`src/rtl/ring_decoder.sv`:
```
// One-hot ring code monitor: decodes the set bit to a binary index, checks that
// successive valid samples follow the ring rotation, and tracks lock and errors.
module ring_decoder #(
  parameter int WIDTH    = 4,
  parameter int LOCK_CNT = 3,
  parameter int ERR_W    = 8,
  localparam int IDX_W   = $clog2(WIDTH)
) (
  input  logic             clk,
  input  logic             reset,
  input  logic [WIDTH-1:0] ring_in,
  input  logic             ring_valid,
  output logic [IDX_W-1:0] index,
  output logic             index_valid,
  output logic             onehot_err,
  output logic             seq_err,
  output logic             lock,
  output logic [ERR_W-1:0] err_count
);

  typedef enum logic [1:0] {
    ST_SEARCH = 2'd0,
    ST_VERIFY = 2'd1,
    ST_LOCKED = 2'd2
  } state_t;

  localparam logic [7:0]       LOCK_CNT_C = 8'(LOCK_CNT);
  localparam logic [WIDTH-1:0] ONE_W      = WIDTH'(1);

  function automatic logic is_onehot(input logic [WIDTH-1:0] v);
    return (v != '0) && ((v & (v - ONE_W)) == '0);
  endfunction

  // OR-reduction of bit positions; only meaningful for one-hot inputs.
  function automatic logic [IDX_W-1:0] onehot_to_idx(input logic [WIDTH-1:0] v);
    logic [IDX_W-1:0] r;
    r = '0;
    for (int i = 0; i < WIDTH; i++) begin
      r = r | (v[i] ? IDX_W'(i) : '0);
    end
    return r;
  endfunction

  function automatic logic [WIDTH-1:0] rotate(input logic [WIDTH-1:0] v);
    return {v[WIDTH-2:0], v[WIDTH-1]};
  endfunction

  state_t           state_q, state_d;
  logic [WIDTH-1:0] expected_q, expected_d;
  logic [7:0]       good_cnt_q, good_cnt_d;
  logic [IDX_W-1:0] index_q, index_d;
  logic             index_valid_q, index_valid_d;
  logic             onehot_err_q, onehot_err_d;
  logic             seq_err_q, seq_err_d;
  logic             lock_q, lock_d;
  logic [ERR_W-1:0] err_count_q, err_count_d;
  logic             err_inc_s;
  logic             sample_ok_s;
  logic             match_s;

  assign sample_ok_s = is_onehot(ring_in);
  assign match_s     = (ring_in == expected_q);

  // Next-state decode for the lock FSM, pulses and error counter.
  always_comb begin
    state_d       = state_q;
    expected_d    = expected_q;
    good_cnt_d    = good_cnt_q;
    index_d       = index_q;
    lock_d        = lock_q;
    index_valid_d = 1'b0;
    onehot_err_d  = 1'b0;
    seq_err_d     = 1'b0;
    err_inc_s     = 1'b0;

    if (ring_valid) begin
      if (!sample_ok_s) begin
        onehot_err_d = 1'b1;
        err_inc_s    = 1'b1;
        state_d      = ST_SEARCH;
        lock_d       = 1'b0;
      end else begin
        index_d       = onehot_to_idx(ring_in);
        index_valid_d = 1'b1;
        expected_d    = rotate(ring_in);
        case (state_q)
          ST_SEARCH: begin
            state_d    = ST_VERIFY;
            good_cnt_d = 8'd0;
          end
          ST_VERIFY: begin
            // A mismatch here just re-seeds the reference without flagging.
            if (match_s) begin
              good_cnt_d = good_cnt_q + 8'd1;
              if ((good_cnt_q + 8'd1) == LOCK_CNT_C) begin
                state_d = ST_LOCKED;
                lock_d  = 1'b1;
              end else begin
                state_d = ST_VERIFY;
              end
            end else begin
              good_cnt_d = 8'd0;
            end
          end
          ST_LOCKED: begin
            if (match_s) begin
              state_d = ST_LOCKED;
            end else begin
              seq_err_d  = 1'b1;
              err_inc_s  = 1'b1;
              state_d    = ST_VERIFY;
              good_cnt_d = 8'd0;
              lock_d     = 1'b0;
            end
          end
          default: begin
            state_d    = ST_SEARCH;
            good_cnt_d = 8'd0;
            lock_d     = 1'b0;
          end
        endcase
      end
    end else begin
      state_d = state_q;
    end

    if (err_inc_s && (err_count_q != '1)) begin
      err_count_d = err_count_q + ERR_W'(1);
    end else begin
      err_count_d = err_count_q;
    end
  end

  // State and registered outputs; reset clears all history at once.
  always_ff @(posedge clk or negedge reset) begin
    if (!reset) begin
      state_q       <= ST_SEARCH;
      expected_q    <= '0;
      good_cnt_q    <= 8'd0;
      index_q       <= '0;
      index_valid_q <= 1'b0;
      onehot_err_q  <= 1'b0;
      seq_err_q     <= 1'b0;
      lock_q        <= 1'b0;
      err_count_q   <= '0;
    end else begin
      state_q       <= state_d;
      expected_q    <= expected_d;
      good_cnt_q    <= good_cnt_d;
      index_q       <= index_d;
      index_valid_q <= index_valid_d;
      onehot_err_q  <= onehot_err_d;
      seq_err_q     <= seq_err_d;
      lock_q        <= lock_d;
      err_count_q   <= err_count_d;
    end
  end

  assign index       = index_q;
  assign index_valid = index_valid_q;
  assign onehot_err  = onehot_err_q;
  assign seq_err     = seq_err_q;
  assign lock        = lock_q;
  assign err_count   = err_count_q;

endmodule
```
`config.mk`:
```
export PLATFORM = sky130hd
export DESIGN_NAME = ring_decoder
export DESIGN_NICKNAME = d
export VERILOG_FILES = /design/src/rtl/ring_decoder.sv
export SDC_FILE = /design/constraint.sdc
export NUM_CORES = 1
export LEC_CHECK = 0
export CAP_MARGIN = 25
export CORE_MARGIN = 2
export CORE_UTILIZATION = 45
export DETAILED_ROUTE_END_ITERATION = 8
export GPL_TIMING_DRIVEN = 0
export HOLD_SLACK_MARGIN = 0.15
export PLACE_DENSITY = 0.79
export SETUP_SLACK_MARGIN = 0.1
export SLEW_MARGIN = 20
export SYNTH_ARGS = -nofsm -noshare
export SYNTH_HDL_FRONTEND = slang
export SYNTH_SLANG_ARGS = --single-unit
export TNS_END_PERCENT = 50
```
`constraint.sdc`:
```
create_clock -name clk -period 2.73 [get_ports clk]
set_input_delay 0.6825 -clock clk [delete_from_list [all_inputs] [get_ports clk]]
set_output_delay 0.6825 -clock clk [all_outputs]
set_load 0.02 [all_outputs]
```
==> impl_metrics.env, run 1 <==
export IMPL_drt_iter0_markers=62
export IMPL_leakage_uw=0.000733
export IMPL_antenna_found_initial=0
export IMPL_timing_hold_violations_final=0
export IMPL_dp_worst_setup_slack_ns=-0.00715
export IMPL_root_buffer="clkbuf_4"
export IMPL_drt_wl_total_um=3030
export IMPL_crit_buf_inv=1
export IMPL_layout_nets=187
export IMPL_crit_fanout=6
export IMPL_fmax_ghz=0.410
export IMPL_post_drt_wl_per_cell_um=13.8
export IMPL_rsz0062_at_grt="false"
export IMPL_syn_nets=163
export IMPL_drt_vias_per_instance=5.75
export IMPL_crit_chain="clkdlybuf4s50_1, nor4b_1, a211o_2, nand4_1, nor4_1, o21bai_1"
export IMPL_post_cts_buffers=0
export IMPL_peakVddDrop_v=0.000385
export IMPL_grtUsageMet1=0.232
export IMPL_synth_area_leaders="dfrtp_1 47%, nand2_1 6.8%, xnor2_1 4.7%"
export IMPL_vias=1260
export IMPL_postRouteAntennaNets=0
export IMPL_slew_headroom=0.549
export IMPL_grt_max_degree=29
export IMPL_final_cell_mix="28 x dfrtp_1, 27 x nand2_1, 18 x clkdlybuf4s50_1"
export IMPL_drc_errors=0
export IMPL_cpMaxStageDelayCell="clkdlybuf4s50_1"
export IMPL_placement_rows=20
export IMPL_holdBufCountCts=0
export IMPL_synth_flop_cell="dfrtp_1"
export IMPL_grt_use_total=0.178
export IMPL_syn_area_um2=1500
export IMPL_critPathTopFamily="simple AND/OR/NAND/NOR gates"
export IMPL_cts_buffers=3
export IMPL_fin_setup_tns_ns=0
export IMPL_cp_end_kind="flip-flop"
export IMPL_maxCapViolCount=0
export IMPL_drv_slew=0
export IMPL_finalPower_uw=1080
export IMPL_timing_final_crit_share=0.893
export IMPL_io_buffers=19
export IMPL_yosysTopAreaCellShare=0.468
export IMPL_fin_cells=219
export IMPL_core_um2=3100
export IMPL_synth_warning_count=0
export IMPL_htreeDepth=1
export IMPL_yosys_register_bits=28
export IMPL_area_delta_synth_final_pct=17.5
export IMPL_status="finished, final reports clean"
export IMPL_layout_setup_ws_ns=0.293
export IMPL_final_setup_skew_ns=0.00665
export IMPL_final_common_cell="dfrtp_1"
export IMPL_cts_buffer_depth=2
export IMPL_synth_edf_count=0
export IMPL_ys_types=44
export IMPL_numClockSinks=28
export IMPL_tightest_slew_ns=0.672
export IMPL_syn_avg_cell_area_um2=9.79
export IMPL_ys_seq_area_frac=0.468
export IMPL_diodes=0
export IMPL_die_h_um=61.7
export IMPL_dr_pass1_iters=4
export IMPL_grt_use_met2=0.295
export IMPL_ioPinCount=21
export IMPL_place_inst=216
export IMPL_synth_top_area_cell="dfrtp_1"
export IMPL_drive_gt1_frac=0.0800
export IMPL_path_clk_slew_ns=0.14
export IMPL_grt_pass1_wl_um=5080
export IMPL_overflow=0
export IMPL_start_kind="input pin"
export IMPL_criticalPathCategory="input pin to flip-flop"
export IMPL_die_width_um=61.7
export IMPL_period_needed_ns=2.44
export IMPL_die_area_um2=3810
export IMPL_start_util=0.483
export IMPL_hold_path_class="input pin to async pin"
export IMPL_async_flop_share=1.00
export IMPL_cts_tree="done"
export IMPL_setup_viol=0
export IMPL_synthCells=153
export IMPL_dp_hpwl_um=2270
export IMPL_grt_busiest_layer="met2"
export IMPL_cpPeakStageDelay_ns=0.58
export IMPL_power_density_nw_per_um2=614
export IMPL_grt_pass1_vias=1212
export IMPL_gp_congestion=0.835
export IMPL_clk_latency_ns=0.32
export IMPL_ctsResizeCount=0
export IMPL_worstPathArrival_ns=2.69
export IMPL_required_ns=2.98
export IMPL_met3_usage=0.0269
[cell families after synthesis]
kind of cell | synth area share
AND/OR/NAND/NOR | 0.224
XOR/XNOR | 0.0819
multiplexers | 0.0142
flip-flops | 0.468
adder cells (fa/ha/maj) | 0.0251
AO/OA/AOI/OAI | 0.163
buffers and inverters | 0.0242
[stage by stage]
step                hold WS (ns)  cell area (um2)  utilization
finish                     0.341             1760        0.567
global route               0.383             1760        0.567
CTS                        0.364             1760        0.567
detailed placement         0.470             1740        0.560
global placement           0.466             1740        0.562
floorplan                  0.387             1500            -
[layer usage]
metal | up-vias | routed length, um
li1 | 606 | -
met1 | 610 | 1360
met2 | 39 | 1510
met3 | 5 | 128
met4 | 0 | 34
met5 | - | 0
[Yosys cell counts, types with 2 or more instances]
library cell,count
xnor2_1,8
ha_1,3
a21o_1,2
nor4_1,5
or4_1,2
nor3b_1,2
nor2b_1,2
inv_1,2
nand4_1,5
buf_2,2
nand2b_1,2
a211oi_1,2
nand3_1,4
nor4b_1,2
xor2_1,6
o31ai_1,2
and3_1,3
a21oi_1,4
dfrtp_1,28
nand2_1,27
nor2_1,7
o21ai_0,10
a31oi_1,2
[flip-flops by register name, indices dropped and copies added (netlist names)]
signal       flops
state_q          2
expected_q       4
index            2
good_cnt_q       8
index_valid      1
lock             1
onehot_err       1
err_count        8
seq_err          1
[power by group]
| part | switching (uW) | leakage, uW | internal [uW] | total [uW] |
|---|---|---|---|---|
| Sequential | 76.7 | 0.000367 | 484 | 560 |
| Clock | 111 | 0.0000138 | 51.7 | 163 |
| Combinational | 187 | 0.000352 | 170 | 357 |
| Total | 375 | 0.000733 | 706 | 1080 |
[area by class of cell]
cell class	count	area, um2
repair buffers	19	185
well taps	44	55.1
flip-flops and latches	28	701
clock buffers	3	22.5
plain buffers	4	25.0
inverters	3	11.3
multi-input cells	118	761
fillers	292	1340
[worst paths after layout]
check,start,slack (ns),cells past startpoint,to
worst max-delay path,ring_in[3],0.29,6,lock$_DFFE_PN0P_
worst min-delay path,reset,0.34,1,good_cnt_q[7]$_DFFE_PN0P_
worst max register to register,expected_q[1]$_DFFE_PN0P_,0.87,5,lock$_DFFE_PN0P_
worst min register to register,index[0]$_DFFE_PN0P_,0.50,2,index[0]$_DFFE_PN0P_
max in group asynchronous,reset,2.00,1,err_count[6]$_DFFE_PN0P_
min in group clk,index[0]$_DFFE_PN0P_,0.50,2,index[0]$_DFFE_PN0P_
Power figures use the tool's default switching activity.
==> inputs of run 2 (changes only) <==
--- a/config.mk
+++ b/config.mk
@@ -6,7 +6,6 @@
 export NUM_CORES = 1
 export LEC_CHECK = 0
 export CAP_MARGIN = 25
-export CORE_MARGIN = 2
 export CORE_UTILIZATION = 45
 export DETAILED_ROUTE_END_ITERATION = 8
 export GPL_TIMING_DRIVEN = 0
==> run 2 against run 1 <==
- die area is 6.4% lower
- global-route usage is 2.1 points higher
- non-clock buffer count stayed put
- register-to-register slack hardly changed
- critical path depth stayed put
- worst setup slack worse by 0.0033 ns
- total power is 3.1% higher
- via count is 1.3% lower
- final cell count is 0.46% higher
- first-iteration DRC count is 48% higher
- highest routed layer unchanged
==> impl_metrics.env, run 2 (synthesized netlist as in run 1, its figures left out) <==
export IMPL_gp_congestion=0.866
export IMPL_die_h_um=59.7
export IMPL_criticalPathCategory="input pin to flip-flop"
export IMPL_cp_end_kind="flip-flop"
export IMPL_holdBufCountCts=0
export IMPL_die_area_um2=3560
export IMPL_cp_startpoint="ring_in[3]"
export IMPL_crit_fanout=6
export IMPL_path_clk_slew_ns=0.14
export IMPL_start_kind="input pin"
export IMPL_cts_tree="done"
export IMPL_layout_nets=187
export IMPL_timing_final_crit_share=0.894
export IMPL_grt_use_total=0.199
export IMPL_htreeDepth=1
export IMPL_finalPower_uw=1110
export IMPL_drv_slew=0
export IMPL_overflow=0
export IMPL_rsz0062_at_grt="false"
export IMPL_cts_buffer_depth=2
export IMPL_post_cts_buffers=0
export IMPL_fill_cells=297
export IMPL_ioPinCount=21
export IMPL_cts_buffers=3
export IMPL_numClockSinks=28
export IMPL_period_needed_ns=2.44
export IMPL_status="finished, final reports clean"
export IMPL_io_buffers=19
export IMPL_power_density_nw_per_um2=628
export IMPL_diodes=0
export IMPL_r2r_end="lock$_DFFE_PN0P_"
export IMPL_dpl_cell_area_um2=1740
export IMPL_reg2regPathDepth=5
export IMPL_worstPathArrival_ns=2.69
export IMPL_timing_hold_violations_final=0
export IMPL_placement_rows=20
export IMPL_area_delta_synth_final_pct=18.5
export IMPL_required_ns=2.98
export IMPL_setup_viol=0
export IMPL_vias=1244
export IMPL_dr_pass1_iters=4
export IMPL_r2r_start="expected_q[1]$_DFFE_PN0P_"
export IMPL_post_drt_wl_per_cell_um=13.7
export IMPL_final_common_cell="dfrtp_1"
export IMPL_hold_worst_slack_ns=0.346
export IMPL_fmax_ghz=0.410
export IMPL_maxCapViolCount=0
export IMPL_drt_wl_total_um=3020
export IMPL_final_cell_mix="28 x dfrtp_1, 27 x nand2_1, 18 x clkdlybuf4s50_1"
export IMPL_antenna_found_initial=0
export IMPL_root_buffer="clkbuf_4"
export IMPL_grt_max_degree=29
export IMPL_start_util=0.483
export IMPL_grt_pass1_wl_um=5350
export IMPL_postRouteAntennaNets=0
export IMPL_core_um2=3100
export IMPL_final_setup_skew_ns=0.00173
export IMPL_tightest_slew_ns=0.728
export IMPL_peakVddDrop_v=0.000552
export IMPL_ff2ff_setup_slack_ns=0.87
export IMPL_hold_path_class="input pin to async pin"
export IMPL_fin_setup_tns_ns=0
export IMPL_slew_headroom=0.512
export IMPL_grt_pass1_vias=1261
export IMPL_die_width_um=59.7
export IMPL_stdcell_area_um2=1770
export IMPL_drc_errors=0
export IMPL_ctsResizeCount=0
export IMPL_leakage_uw=0.000740
export IMPL_drt_vias_per_instance=5.65
export IMPL_clk_latency_ns=0.32
export IMPL_drt_iter0_markers=92
export IMPL_drive_gt1_frac=0.0852
export IMPL_dp_hpwl_um=2220
-- run 2: cell count changes in the layout (fill, tap and decap cells not counted), sizes merged --
cell / change
clkbuf: +1
-- run 2: through the flow --
stage | setup slack, ns | util | instances
floorplan | 0.633 | - | 153
detailed placement | 0.00823 | 0.560 | 216
finish | 0.290 | 0.572 | 220
global route | 0.168 | 0.572 | 220
CTS | 0.325 | 0.572 | 220
global placement | 0.0534 | 0.562 | 216
-- run 2: per-layer routing --
metal	vias to the layer above	GRT usage	routed length [um]
li1	599	-	-
met3	4	0.0238	128
met2	34	0.349	1510
met4	0	0.0764	19
met1	607	0.249	1360
met5	-	0	0
-- run 2: worst max-delay path, cell delays in order --
cell and delay (ns):
clkdlybuf4s50_1 0.58, nor4b_1 0.39, a211o_2 0.26, nand4_1 0.17
nor4_1 0.43, o21bai_1 0.18
-- run 2: power breakdown --
part	switching, uW	internal, uW	total (uW)
Combinational	186	169	355
Sequential	79.0	484	563
Clock	115	81.5	196
-- run 2: layout make-up --
class / instances / area, um2 / share of cell area
Inverter: 3 / 11.3 / 0.00635
Sequential cell: 28 / 701 / 0.395
Clock buffer: 4 / 36.3 / 0.0205
Timing Repair Buffer: 19 / 185 / 0.104
Buffer: 4 / 25.0 / 0.0141
Tap cell: 44 / 55.1 / 0.0310
Multi-Input combinational cell: 118 / 761 / 0.429
-- run 2: worst max-delay path by stage --
stage | end | slack (ns) | cells past startpoint
floorplan | state_q[0]$_DFFE_PN0P_ | 0.63 | 6
global placement | lock$_DFFE_PN0P_ | 0.05 | 6
detailed placement | lock$_DFFE_PN0P_ | 0.008 | 6
CTS | lock$_DFFE_PN0P_ | 0.32 | 6
global route | lock$_DFFE_PN0P_ | 0.17 | 6
finish | lock$_DFFE_PN0P_ | 0.29 | 6
==> inputs of run 3 (changes only) <==
--- a/config.mk
+++ b/config.mk
@@ -11,6 +11,7 @@
 export GPL_TIMING_DRIVEN = 0
 export HOLD_SLACK_MARGIN = 0.15
 export PLACE_DENSITY = 0.79
+export REMOVE_ABC_BUFFERS = 1
 export SETUP_SLACK_MARGIN = 0.1
 export SLEW_MARGIN = 20
 export SYNTH_ARGS = -nofsm -noshare
==> run 3 against run 2 <==
- maximum frequency down 0.27%
- total power up 7.5%
- sequential share of layout area about the same
- clock skew up 0.0053 ns
- worst setup slack worse by 0.0066 ns
- register-to-register slack about the same
- critical endpoint unchanged
- routed wire length up 3.5%
- via count up 0.80%
- critical path depth unchanged
- final cell count down 1.4%
- core utilization about the same
==> impl_metrics.env, run 3 (synthesized netlist as in run 1, its figures left out) <==
export IMPL_status="finished, final reports clean"
export IMPL_cts_buffers=3
export IMPL_ctsResizeCount=0
export IMPL_leakage_uw=0.000738
export IMPL_drt_wl_total_um=3120
export IMPL_area_delta_synth_final_pct=18.5
export IMPL_path_clk_slew_ns=0.15
export IMPL_drive_gt1_frac=0.0694
export IMPL_tightest_slew_ns=0.698
export IMPL_fin_setup_tns_ns=0
export IMPL_dp_worst_setup_slack_ns=-0.0404
export IMPL_post_cts_buffers=0
export IMPL_antenna_found_initial=0
export IMPL_postRouteAntennaNets=0
export IMPL_overflow=0
export IMPL_maxCapViolCount=0
export IMPL_slew_headroom=0.532
export IMPL_timing_final_crit_share=0.896
export IMPL_htreeDepth=1
export IMPL_final_common_cell="dfrtp_1"
export IMPL_cp_startpoint="ring_in[1]"
export IMPL_drc_errors=0
export IMPL_vias=1254
export IMPL_core_um2=3100
export IMPL_clk_latency_ns=0.33
export IMPL_drv_slew=0
export IMPL_final_cell_mix="28 x dfrtp_1, 27 x nand2_1, 19 x clkdlybuf4s50_1"
export IMPL_worstPathArrival_ns=2.71
export IMPL_rsz0062_at_grt="false"
export IMPL_r2r_end="state_q[0]$_DFFE_PN0P_"
export IMPL_drt_iter0_markers=75
export IMPL_dr_pass1_iters=4
export IMPL_grt_pass1_vias=1176
export IMPL_r2r_start="expected_q[1]$_DFFE_PN0P_"
export IMPL_hold_worst_slack_ns=0.326
export IMPL_criticalPathCategory="input pin to flip-flop"
export IMPL_period_needed_ns=2.45
export IMPL_crit_fanout=6
export IMPL_gp_congestion=0.819
export IMPL_post_drt_wl_per_cell_um=14.4
export IMPL_required_ns=3.00
export IMPL_grt_max_degree=29
export IMPL_die_h_um=59.7
export IMPL_power_density_nw_per_um2=675
export IMPL_io_buffers=20
export IMPL_peakVddDrop_v=0.000653
export IMPL_fmax_ghz=0.409
export IMPL_hold_path_class="input pin to async pin"
export IMPL_start_kind="input pin"
export IMPL_cts_tree="done"
export IMPL_reg2regPathDepth=4
export IMPL_die_area_um2=3560
export IMPL_grt_pass1_wl_um=5180
export IMPL_timing_hold_violations_final=0
export IMPL_dp_hpwl_um=2240
export IMPL_final_setup_skew_ns=0.00704
export IMPL_ioPinCount=21
export IMPL_fin_util=0.572
export IMPL_drt_vias_per_instance=5.78
export IMPL_layout_setup_ws_ns=0.283
export IMPL_holdBufCountCts=0
export IMPL_start_util=0.483
export IMPL_die_width_um=59.7
export IMPL_cp_end_kind="flip-flop"
export IMPL_grt_use_total=0.196
export IMPL_placement_rows=20
export IMPL_root_buffer="clkbuf_4"
export IMPL_diodes=0
export IMPL_cts_buffer_depth=2
export IMPL_numClockSinks=28
export IMPL_layout_nets=184
export IMPL_ff2ff_setup_slack_ns=0.86
export IMPL_setup_viol=0
[run 3: layout make-up]
type	instances	area [um2]
Clock buffer	3	22.5
Clock inverter	1	30.0
Fill cell	297	1330
Inverter	3	11.3
Multi-Input combinational cell	118	761
Sequential cell	28	701
Tap cell	44	55.1
Timing Repair Buffer	20	195
[run 3: critical path, stage by stage]
cell and delay [ns]:
clkdlybuf4s50_1 0.54, nor4b_1 0.44, a211o_2 0.25, nand4_1 0.17
nor4_1 0.46, o21bai_1 0.17
[run 3: metrics by stage]
step / cell area, um2 / total power (uW) / std cells
2_1_floorplan: 1470 / 758 / 149
3_3_place_gp: 1730 / 914 / 213
3_5_place_dp: 1720 / 933 / 213
4_1_cts: 1780 / 1210 / 217
5_1_grt: 1780 / 1270 / 217
6_report: 1780 / 1200 / 217
[run 3: worst max path at each step]
stage                                            to
after CTS                          lock$_DFFE_PN0P_
after floorplan              state_q[0]$_DFFE_PN0P_
final                              lock$_DFFE_PN0P_
after global placement       state_q[0]$_DFFE_PN0P_
after detailed placement           lock$_DFFE_PN0P_
after global routing      good_cnt_q[2]$_DFFE_PN0P_
[run 3: layer usage]
layer | up-vias | global-route usage | wire length (um)
li1 | 597 | - | -
met1 | 617 | 0.245 | 1430
met2 | 36 | 0.324 | 1490
met3 | 4 | 0.0411 | 165
met4 | 0 | 0.0864 | 38
met5 | - | 0 | 0
[run 3: power by group]
part / internal (uW) / switching, uW / leakage [uW]
clock network: 149 / 122 / 0.0000279
logic: 168 / 191 / 0.000343
registers: 484 / 83.7 / 0.000367
